**config.mk**
```make
export PLATFORM = sky130hd
export DESIGN_NAME = arm_multicycle_ctrl
export DESIGN_NICKNAME = d
export VERILOG_FILES = /design/src/rtl/arm_ctrl_pkg.sv /design/src/rtl/arm_multicycle_ctrl.sv
export SDC_FILE = /design/constraint.sdc
export NUM_CORES = 1
export LEC_CHECK = 0
export BUFFER_PORTS_ARGS = -buffer_cell sky130_fd_sc_hd__buf_2
export CAP_MARGIN = 10
export CORE_UTILIZATION = 55
export CTS_CLUSTER_DIAMETER = 60
export DETAILED_ROUTE_END_ITERATION = 7
export PLACE_DENSITY = 0.84
export SLEW_MARGIN = 20
export SYNTH_ARGS = -nofsm -noshare
export SYNTH_HDL_FRONTEND = slang
export SYNTH_SLANG_ARGS = --single-unit
```
**constraint.sdc**
```tcl
create_clock -name clk -period 2.5 [get_ports clk]
set_clock_uncertainty 0.2 [all_clocks]
set_input_delay 0.125 -clock clk [delete_from_list [all_inputs] [get_ports clk]]
set_output_delay 0.125 -clock clk [all_outputs]
set_load 0.02 [all_outputs]
```
**src/rtl/arm_ctrl_pkg.sv**
```systemverilog
// Shared definitions for the ARMv4 multicycle controller: state encodings,
// instruction-class opcodes and datapath mux-select values.
package arm_ctrl_pkg;

    typedef enum logic [3:0] {
        S_FETCH  = 4'd0,
        S_DECODE = 4'd1,
        S_MEMADR = 4'd2,
        S_MEMRD  = 4'd3,
        S_MEMWB  = 4'd4,
        S_MEMWR  = 4'd5,
        S_EXECR  = 4'd6,
        S_EXECI  = 4'd7,
        S_ALUWB  = 4'd8,
        S_BRANCH = 4'd9
    } state_t;

    localparam logic [1:0] OP_DP  = 2'b00;
    localparam logic [1:0] OP_MEM = 2'b01;
    localparam logic [1:0] OP_BR  = 2'b10;

    localparam logic [1:0] SRCA_REG = 2'd0;
    localparam logic [1:0] SRCA_PC  = 2'd1;

    localparam logic [1:0] SRCB_REG  = 2'd0;
    localparam logic [1:0] SRCB_IMM  = 2'd1;
    localparam logic [1:0] SRCB_FOUR = 2'd2;

    localparam logic [1:0] RES_ALUOUT    = 2'd0;
    localparam logic [1:0] RES_DATA      = 2'd1;
    localparam logic [1:0] RES_ALURESULT = 2'd2;

    // An instruction retires on the edge that leaves its final state.
    function automatic logic is_retire(input state_t s, input logic mem_ready);
        logic r;
        case (s)
            S_MEMWB, S_ALUWB, S_BRANCH: r = 1'b1;
            S_MEMWR:                    r = mem_ready;
            default:                    r = 1'b0;
        endcase
        return r;
    endfunction

endpackage

```
**src/rtl/arm_multicycle_ctrl.sv**
```systemverilog
// Multicycle main controller: sequences fetch/decode/execute/memory/writeback,
// drives datapath selects and write enables, and counts retired instructions.
module arm_multicycle_ctrl
    import arm_ctrl_pkg::*;
#(
    parameter int CNT_W = 32
) (
    input  logic             clk,
    input  logic             reset,
    input  logic [1:0]       op,
    input  logic             funct5,
    input  logic             funct0,
    input  logic             condEx,
    input  logic             memReady,
    output logic             irW,
    output logic             nextPC,
    output logic             branch,
    output logic             adrSrc,
    output logic [1:0]       aluSrcA,
    output logic [1:0]       aluSrcB,
    output logic [1:0]       resultSrc,
    output logic             aluOp,
    output logic             memW,
    output logic             regW,
    output logic [1:0]       immSrc,
    output logic [1:0]       regSrc,
    output logic             illegal,
    output logic [3:0]       state,
    output logic [CNT_W-1:0] instrCount
);

    state_t           state_r;
    state_t           state_n_s;
    logic [CNT_W-1:0] instr_count_r;
    logic             irw_s;
    logic             branch_s;
    logic             memw_s;
    logic             regw_s;
    logic             illegal_s;
    logic             retire_s;

    // State register.
    always_ff @(posedge clk or posedge reset) begin
        if (reset) begin
            state_r <= S_FETCH;
        end else begin
            state_r <= state_n_s;
        end
    end

    // Next-state and Moore output decode; unknown encodings act as FETCH.
    always_comb begin
        state_n_s = S_FETCH;
        irw_s     = 1'b0;
        branch_s  = 1'b0;
        memw_s    = 1'b0;
        regw_s    = 1'b0;
        illegal_s = 1'b0;
        adrSrc    = 1'b0;
        aluSrcA   = SRCA_REG;
        aluSrcB   = SRCB_REG;
        resultSrc = RES_ALUOUT;
        aluOp     = 1'b0;
        case (state_r)
            S_DECODE: begin
                aluSrcA   = SRCA_PC;
                aluSrcB   = SRCB_FOUR;
                resultSrc = RES_ALURESULT;
                case (op)
                    OP_MEM: state_n_s = S_MEMADR;
                    OP_DP: begin
                        if (funct5) begin
                            state_n_s = S_EXECI;
                        end else begin
                            state_n_s = S_EXECR;
                        end
                    end
                    OP_BR: state_n_s = S_BRANCH;
                    default: begin
                        illegal_s = 1'b1;
                        state_n_s = S_FETCH;
                    end
                endcase
            end
            S_MEMADR: begin
                aluSrcB = SRCB_IMM;
                if (funct0) begin
                    state_n_s = S_MEMRD;
                end else begin
                    state_n_s = S_MEMWR;
                end
            end
            S_MEMRD: begin
                adrSrc = 1'b1;
                if (memReady) begin
                    state_n_s = S_MEMWB;
                end else begin
                    state_n_s = S_MEMRD;
                end
            end
            S_MEMWB: begin
                resultSrc = RES_DATA;
                regw_s    = condEx;
                state_n_s = S_FETCH;
            end
            S_MEMWR: begin
                adrSrc = 1'b1;
                memw_s = condEx;
                if (memReady) begin
                    state_n_s = S_FETCH;
                end else begin
                    state_n_s = S_MEMWR;
                end
            end
            S_EXECR: begin
                aluOp     = 1'b1;
                state_n_s = S_ALUWB;
            end
            S_EXECI: begin
                aluSrcB   = SRCB_IMM;
                aluOp     = 1'b1;
                state_n_s = S_ALUWB;
            end
            S_ALUWB: begin
                regw_s    = condEx;
                state_n_s = S_FETCH;
            end
            S_BRANCH: begin
                aluSrcB   = SRCB_IMM;
                resultSrc = RES_ALURESULT;
                branch_s  = condEx;
                state_n_s = S_FETCH;
            end
            default: begin
                aluSrcA   = SRCA_PC;
                aluSrcB   = SRCB_FOUR;
                resultSrc = RES_ALURESULT;
                irw_s     = memReady;
                if (memReady) begin
                    state_n_s = S_DECODE;
                end else begin
                    state_n_s = S_FETCH;
                end
            end
        endcase
    end

    assign retire_s = is_retire(state_r, memReady);

    // Retired-instruction counter, wraps naturally at 2^CNT_W.
    always_ff @(posedge clk or posedge reset) begin
        if (reset) begin
            instr_count_r <= '0;
        end else if (retire_s) begin
            instr_count_r <= instr_count_r + CNT_W'(1);
        end else begin
            instr_count_r <= instr_count_r;
        end
    end

    // Write-type strobes are masked during reset so nothing leaks mid-abort.
    assign irW        = irw_s & ~reset;
    assign nextPC     = irw_s & ~reset;
    assign branch     = branch_s & ~reset;
    assign memW       = memw_s & ~reset;
    assign regW       = regw_s & ~reset;
    assign illegal    = illegal_s & ~reset;
    assign immSrc     = op;
    assign regSrc     = {(op == OP_MEM), (op == OP_BR)};
    assign state      = state_r;
    assign instrCount = instr_count_r;

endmodule

```
==> impl_metrics.env, run 1 <==
export IMPL_path_cells="nand2b_1 -> or4_1 -> o22ai_1 -> dlygate4sd3_1"
export IMPL_cts_buffers=5
export IMPL_setup_tns_ns=0
export IMPL_slowest_delay_ns=0.59
export IMPL_synth_flop_cell="dfrtp_1"
export IMPL_hold_path_class="in -> reg"
export IMPL_synthCells=201
export IMPL_power_density_nw_per_um2=757
export IMPL_cts_htree_levels=2
export IMPL_drt_wirelength_per_cell_microns=13.3
export IMPL_ys_warn_count=0
export IMPL_clk_latency_ns=0.35
export IMPL_syn_area_sq_um=1970
export IMPL_path_buf_inv=1
export IMPL_r2r_worst_path_cells=4
export IMPL_grt_ovfl_total=0
export IMPL_syn_avg_cell_area_sq_um=9.80
export IMPL_crit_slowest_cell="dfrtp_1"
export IMPL_crit_arrival_ns=2.50
export IMPL_rsz0062_at_grt="no"
export IMPL_worstMarginPinSlew_ns=0.552
export IMPL_gp_congestion=0.776
export IMPL_status="complete, no violations"
export IMPL_cts_tree="done"
export IMPL_cp_top_family="simple AND/OR/NAND/NOR gates"
export IMPL_row_count=21
export IMPL_io_pins=62
export IMPL_vias=1648
export IMPL_drtIter0Drc=72
export IMPL_globalRouteTotalUtil_pct=24.2
export IMPL_worstHoldPathCells=4
export IMPL_vias_per_cell=5.27
export IMPL_maxCapViolCount=0
export IMPL_required_ns=2.59
export IMPL_hold_viol=0
export IMPL_multi_input_area_sq_um=978
export IMPL_synth_edff_count=0
export IMPL_clock_sinks=36
export IMPL_crit_path_start_kind="register"
export IMPL_synth_nets=210
export IMPL_grt_pass1_vias=1454
export IMPL_hp_start="memReady"
export IMPL_total_power_w=0.00183
export IMPL_drive_above_1_share_pct=32.6
export IMPL_synth_sequential_area_ratio_pct=45.7
export IMPL_fp_coreArea_sq_um=3390
export IMPL_worstReg2RegStart="state[1]"
export IMPL_dieWidth_microns=61.9
export IMPL_synthArstFlopShare_pct=100
export IMPL_grt_max_degree=24
export IMPL_antenna_found_initial=0
export IMPL_grt_pass1_wl_microns=6600
export IMPL_die_area_sq_um=3830
export IMPL_final_nets=276
export IMPL_finalSetupViolCount=0
export IMPL_io_buffers=60
export IMPL_relSlewSlack_pct=63.2
export IMPL_n_antenna_cell=0
export IMPL_path_clk_slew_ns=0.11
export IMPL_ys_ff_latch=36
export IMPL_min_to="state[0]"
export IMPL_place_hpwl_microns=3070
export IMPL_min_period_ns=2.41
export IMPL_wl_microns=4170
export IMPL_peakVddDrop_mv=0.654
export IMPL_start_util_pct=58.1
export IMPL_rrSetupSlack_ns=0.09
export IMPL_fin_crit_sh_pct=96.4
export IMPL_regArea_sq_um=901
export IMPL_root_buffer="clkbuf_4"
export IMPL_clock_path_buffers=2
export IMPL_firstDrtPassIters=4
export IMPL_fp_dieH_microns=61.9
export IMPL_n_fill_cell=245
export IMPL_rr_endpoint="state[2]"
export IMPL_drc_errors=0
export IMPL_end_kind="register"
export IMPL_max_clock_freq_mhz=415
export IMPL_critical_path_class="reg -> reg"
export IMPL_total_leakage_power_nw=1.21
export IMPL_crit_fanout=18
export IMPL_yosys_cell_types_count=43
export IMPL_ant_nets=0
export IMPL_area_growth_synth_to_final_pct=22.9
export IMPL_maxSlewViolCount=0
==> cells by family after synthesis <==
group,after synthesis,synth area share (%)
xor gates and xnor gates,34,15.1
DFF,36,45.7
AOI/OAI and AO/OA,14,4.57
buffers and inverters,20,4.76
and+or+nand+nor,91,26.9
muxes,4,2.16
adders and majority gates,1,0.635
other,1,0.190
==> cell usage after synthesis, drive strengths merged (2+ instances only) <==
| library cell | n | area (sq um) |
|---|---|---|
| and2 | 2 | 12.5 |
| nor2 | 23 | 86.3 |
| mux2i | 2 | 20.0 |
| mux2 | 2 | 22.5 |
| dfrtp | 36 | 901 |
| nand3 | 8 | 50.1 |
| buf | 8 | 48.8 |
| xnor2 | 23 | 201 |
| inv | 10 | 37.5 |
| nor3b | 3 | 27.5 |
| nand3b | 2 | 15.0 |
| nand2 | 15 | 56.3 |
| nand2b | 4 | 25.0 |
| a21oi | 6 | 30.0 |
| xor2 | 11 | 96.3 |
| nand4 | 11 | 81.3 |
| nor4 | 3 | 40.0 |
| nor2b | 3 | 18.8 |
| clkbuf | 2 | 7.51 |
| nor3 | 12 | 80.1 |
==> cell type report <==
type                    count  area share (%)
multi-input cells         145            40.4
flip-flops and latches     36            37.2
repair buffers             69            15.8
clock buffers               7            2.69
well taps                  46            2.38
inverters                  10            1.55
==> routing by layer <==
layer / routed length, microns / global-route usage (%) / up-vias
li1: - / - / 807
met1: 1820 / 30.0 / 778
met2: 2020 / 39.9 / 52
met3: 212 / 6.42 / 11
met4: 118 / 10.2 / 0
met5: 0 / 0 / -
==> placed cells by master (no fill, tap or decap), drive strengths merged, types with 2 or more instances in the layout <==
| cell | Yosys | final |
|---|---|---|
| buf | 8 | 63 |
| dfrtp | 36 | 36 |
| xnor2 | 23 | 23 |
| nor2 | 23 | 23 |
| nand2 | 15 | 15 |
| nor3 | 12 | 12 |
| xor2 | 11 | 11 |
| nand4 | 11 | 11 |
| inv | 10 | 10 |
| nand3 | 8 | 8 |
| clkbuf | 2 | 7 |
| a21oi | 6 | 6 |
| dlygate4sd3 | 0 | 6 |
| nand2b | 4 | 4 |
| nor2b | 3 | 3 |
| nor3b | 3 | 3 |
| nor4 | 3 | 3 |
| nand3b | 2 | 2 |
| and2 | 2 | 2 |
| mux2i | 2 | 2 |
| mux2 | 2 | 2 |
==> report_power, final <==
| group | internal, W | total [W] | switching, W |
|---|---|---|---|
| registers | 0.000642 | 0.000764 | 0.000122 |
| logic | 0.000277 | 0.000716 | 0.000440 |
| clock network | 0.000159 | 0.000353 | 0.000194 |
| total | 0.00108 | 0.00183 | 0.000755 |
==> through the flow <==
step / hold WS [ns] / cells / setup slack, ns / cell area, sq um / utilization, %
6_report: 0.0700 / 313 / 0.0889 / 2420 / 71.5
5_1_grt: 0.124 / 313 / 0.00330 / 2420 / 71.5
4_1_cts: 0.0598 / 313 / 0.119 / 2420 / 71.4
3_5_place_dp: 0.0250 / 300 / 0.532 / 2290 / 67.7
3_3_place_gp: 0.0212 / 300 / 0.578 / 2290 / 67.7
2_1_floorplan: 0.0343 / 201 / 0.211 / 1970 / -
==> timing repair <==
item | CTS | global route
buffers inserted | 0 | 0
resized for setup | 0 | 1
endpoints found under the setup margin | 0 | 2
hold buffers | 6 | 0
endpoints found under the hold margin | 40 | 0
==> flip-flops by register name, summed over array words and instances (netlist names) <==
register    flops
state           4
instrCount     32
==> how the worst max path moves through the flow <==
stage,slack (ns),cells past startpoint,startpoint,to
after floorplan,0.21,5,state[2],nextPC
after global placement,0.58,3,state[1],state[0]
after detailed placement,0.53,3,state[1],state[0]
after CTS,0.12,4,state[1],state[2]
after global routing,0.003,4,state[1],state[2]
final,0.09,4,state[1],state[2]
==> worst min-delay path: stages <==
cell and delay (ns):
buf_2 0.14, and2_1 0.16, a21oi_1 0.06, o311ai_0 0.09
Note: power is estimated with default switching activity, not from simulation.
==> run 2: changes to the inputs <==
CORE_UTILIZATION = 43   (was 55)
CTS_CLUSTER_SIZE = 20   (was unset)
PLACE_DENSITY = 0.68   (was 0.84)
==> impl_metrics.env, run 2 (same netlist as run 1, synthesis figures left out) <==
export IMPL_regArea_sq_um=901
export IMPL_wl_microns=3980
export IMPL_firstDrtPassIters=4
export IMPL_relSlewSlack_pct=63.4
export IMPL_n_antenna_cell=0
export IMPL_grt_use_met1_pct=22.5
export IMPL_worstMarginPinSlew_ns=0.548
export IMPL_drt_wirelength_per_cell_microns=12.6
export IMPL_cts_resized=0
export IMPL_dieWidth_microns=69.7
export IMPL_row_count=24
export IMPL_drc_errors=0
export IMPL_gp_congestion=0.754
export IMPL_clock_sinks=36
export IMPL_setup_tns_ns=0
export IMPL_crit_fanout=18
export IMPL_vias_per_cell=5.00
export IMPL_cts_htree_levels=2
export IMPL_clock_path_buffers=2
export IMPL_grt_max_degree=26
export IMPL_status="complete, no violations"
export IMPL_max_clock_freq_mhz=462
export IMPL_clk_latency_ns=0.28
export IMPL_path_clk_slew_ns=0.07
export IMPL_area_growth_synth_to_final_pct=23.2
export IMPL_path_cells="nor2_1 -> mux2i_1 -> nor3b_1 -> buf_2"
export IMPL_rsz0062_at_grt="no"
export IMPL_path_buf_inv=1
export IMPL_critical_path_class="reg -> out"
export IMPL_grtUsageMet2_pct=27.7
export IMPL_final_nets=273
export IMPL_vias=1584
export IMPL_place_hpwl_microns=2980
export IMPL_grt_ovfl_total=0
export IMPL_n_fill_cell=406
export IMPL_ant_nets=0
export IMPL_cts_buffers=5
export IMPL_finalSetupViolCount=0
export IMPL_grt_most_used_layer="met2"
export IMPL_grt_pass1_wl_microns=6720
export IMPL_total_power_w=0.00188
export IMPL_slowest_delay_ns=0.57
export IMPL_start_util_pct=44.9
export IMPL_required_ns=2.17
export IMPL_fin_crit_sh_pct=86.5
export IMPL_cp_top_family="simple AND/OR/NAND/NOR gates"
export IMPL_fp_coreArea_sq_um=4380
export IMPL_crit_arrival_ns=1.84
export IMPL_hold_path_class="in -> reg"
export IMPL_crit_path_start_kind="register"
export IMPL_antenna_found_initial=0
export IMPL_final_cell_mix="buf_2, dfrtp_1, xnor2_1, nor2_1, nand2_1"
export IMPL_globalRouteTotalUtil_pct=17.3
export IMPL_drtIter0Drc=75
export IMPL_min_period_ns=2.16
export IMPL_total_leakage_power_nw=1.20
export IMPL_fp_dieH_microns=69.7
export IMPL_peakVddDrop_mv=0.503
export IMPL_crit_slowest_cell="dfrtp_1"
export IMPL_grtUsageMet3_pct=4.36
export IMPL_drive_above_1_share_pct=32.1
export IMPL_hold_viol=0
export IMPL_maxCapViolCount=0
export IMPL_maxSlewViolCount=0
export IMPL_die_area_sq_um=4860
export IMPL_grt_pass1_vias=1435
export IMPL_multi_input_area_sq_um=976
export IMPL_final_common_cell="buf_2"
export IMPL_end_kind="primary output"
export IMPL_io_pins=62
export IMPL_io_buffers=60
export IMPL_power_density_nw_per_um2=775
export IMPL_cts_tree="done"
export IMPL_root_buffer="clkbuf_8"
export IMPL_largest_reg_flops=32
-- run 2: through the flow --
| step | cell area [sq um] | instances | hold slack, ns | setup WS, ns | util [%] |
|---|---|---|---|---|---|
| 2_1_floorplan | 1970 | 201 | 0.0343 | 0.211 | - |
| 5_1_grt | 2430 | 317 | 0.0617 | 0.153 | 55.4 |
| 4_1_cts | 2430 | 317 | 0.0232 | 0.303 | 55.4 |
| 3_5_place_dp | 2290 | 305 | 0.00758 | 0.513 | 52.3 |
| 3_3_place_gp | 2290 | 305 | 0.00625 | 0.558 | 52.3 |
| 6_report | 2430 | 317 | 0.0372 | 0.337 | 55.4 |
-- run 2: final timing paths --
kind | from | to | slack (ns) | depth (start not counted)
worst min register to register | instrCount[31] | instrCount[31] | 0.28 | 1
min in group asynchronous | reset | state[0] | 0.24 | 3
worst max-delay path | state[1] | irW | 0.34 | 4
worst min-delay path | op[0] | state[3] | 0.04 | 3
max in group asynchronous | reset | instrCount[27] | 1.14 | 4
worst max register to register | state[1] | state[0] | 0.47 | 3
-- run 2: tightest hold or removal path: cells and delay by family --
kind	cells	cell delay, ns
buf+inv	1	0.12
simple gates	1	0.16
compound gates	1	0.07
-- run 2: report_power, final --
group / internal (W) / switching, W / leakage, nW
Clock: 0.000224 / 0.000203 / 0.0445
Combinational: 0.000265 / 0.000429 / 0.693
Sequential: 0.000643 / 0.000119 / 0.460
Total: 0.00113 / 0.000750 / 1.20
-- run 2: timing repair --
| action | CTS | global route |
|---|---|---|
| buffers inserted | 0 | 0 |
| hold endpoints to repair | 15 | 0 |
| hold buffers | 4 | 0 |
-- run 2: area by class of cell --
cell class                 instances  share of cell area (%)
timing repair buffer              66                    14.6
tap                               52                    2.68
inverter                          10                    1.55
clock buffer                       7                    3.55
sequential                        36                    37.1
clock inverter                     1                   0.309
multi-input combinational        145                    40.2
-- run 2: metal layers --
metal  share of wire [%]  wire length, microns
met1                  46                  1840
met3                 3.8                   150
met5                   0                     0
met4                 1.5                    59
met2                  49                  1940
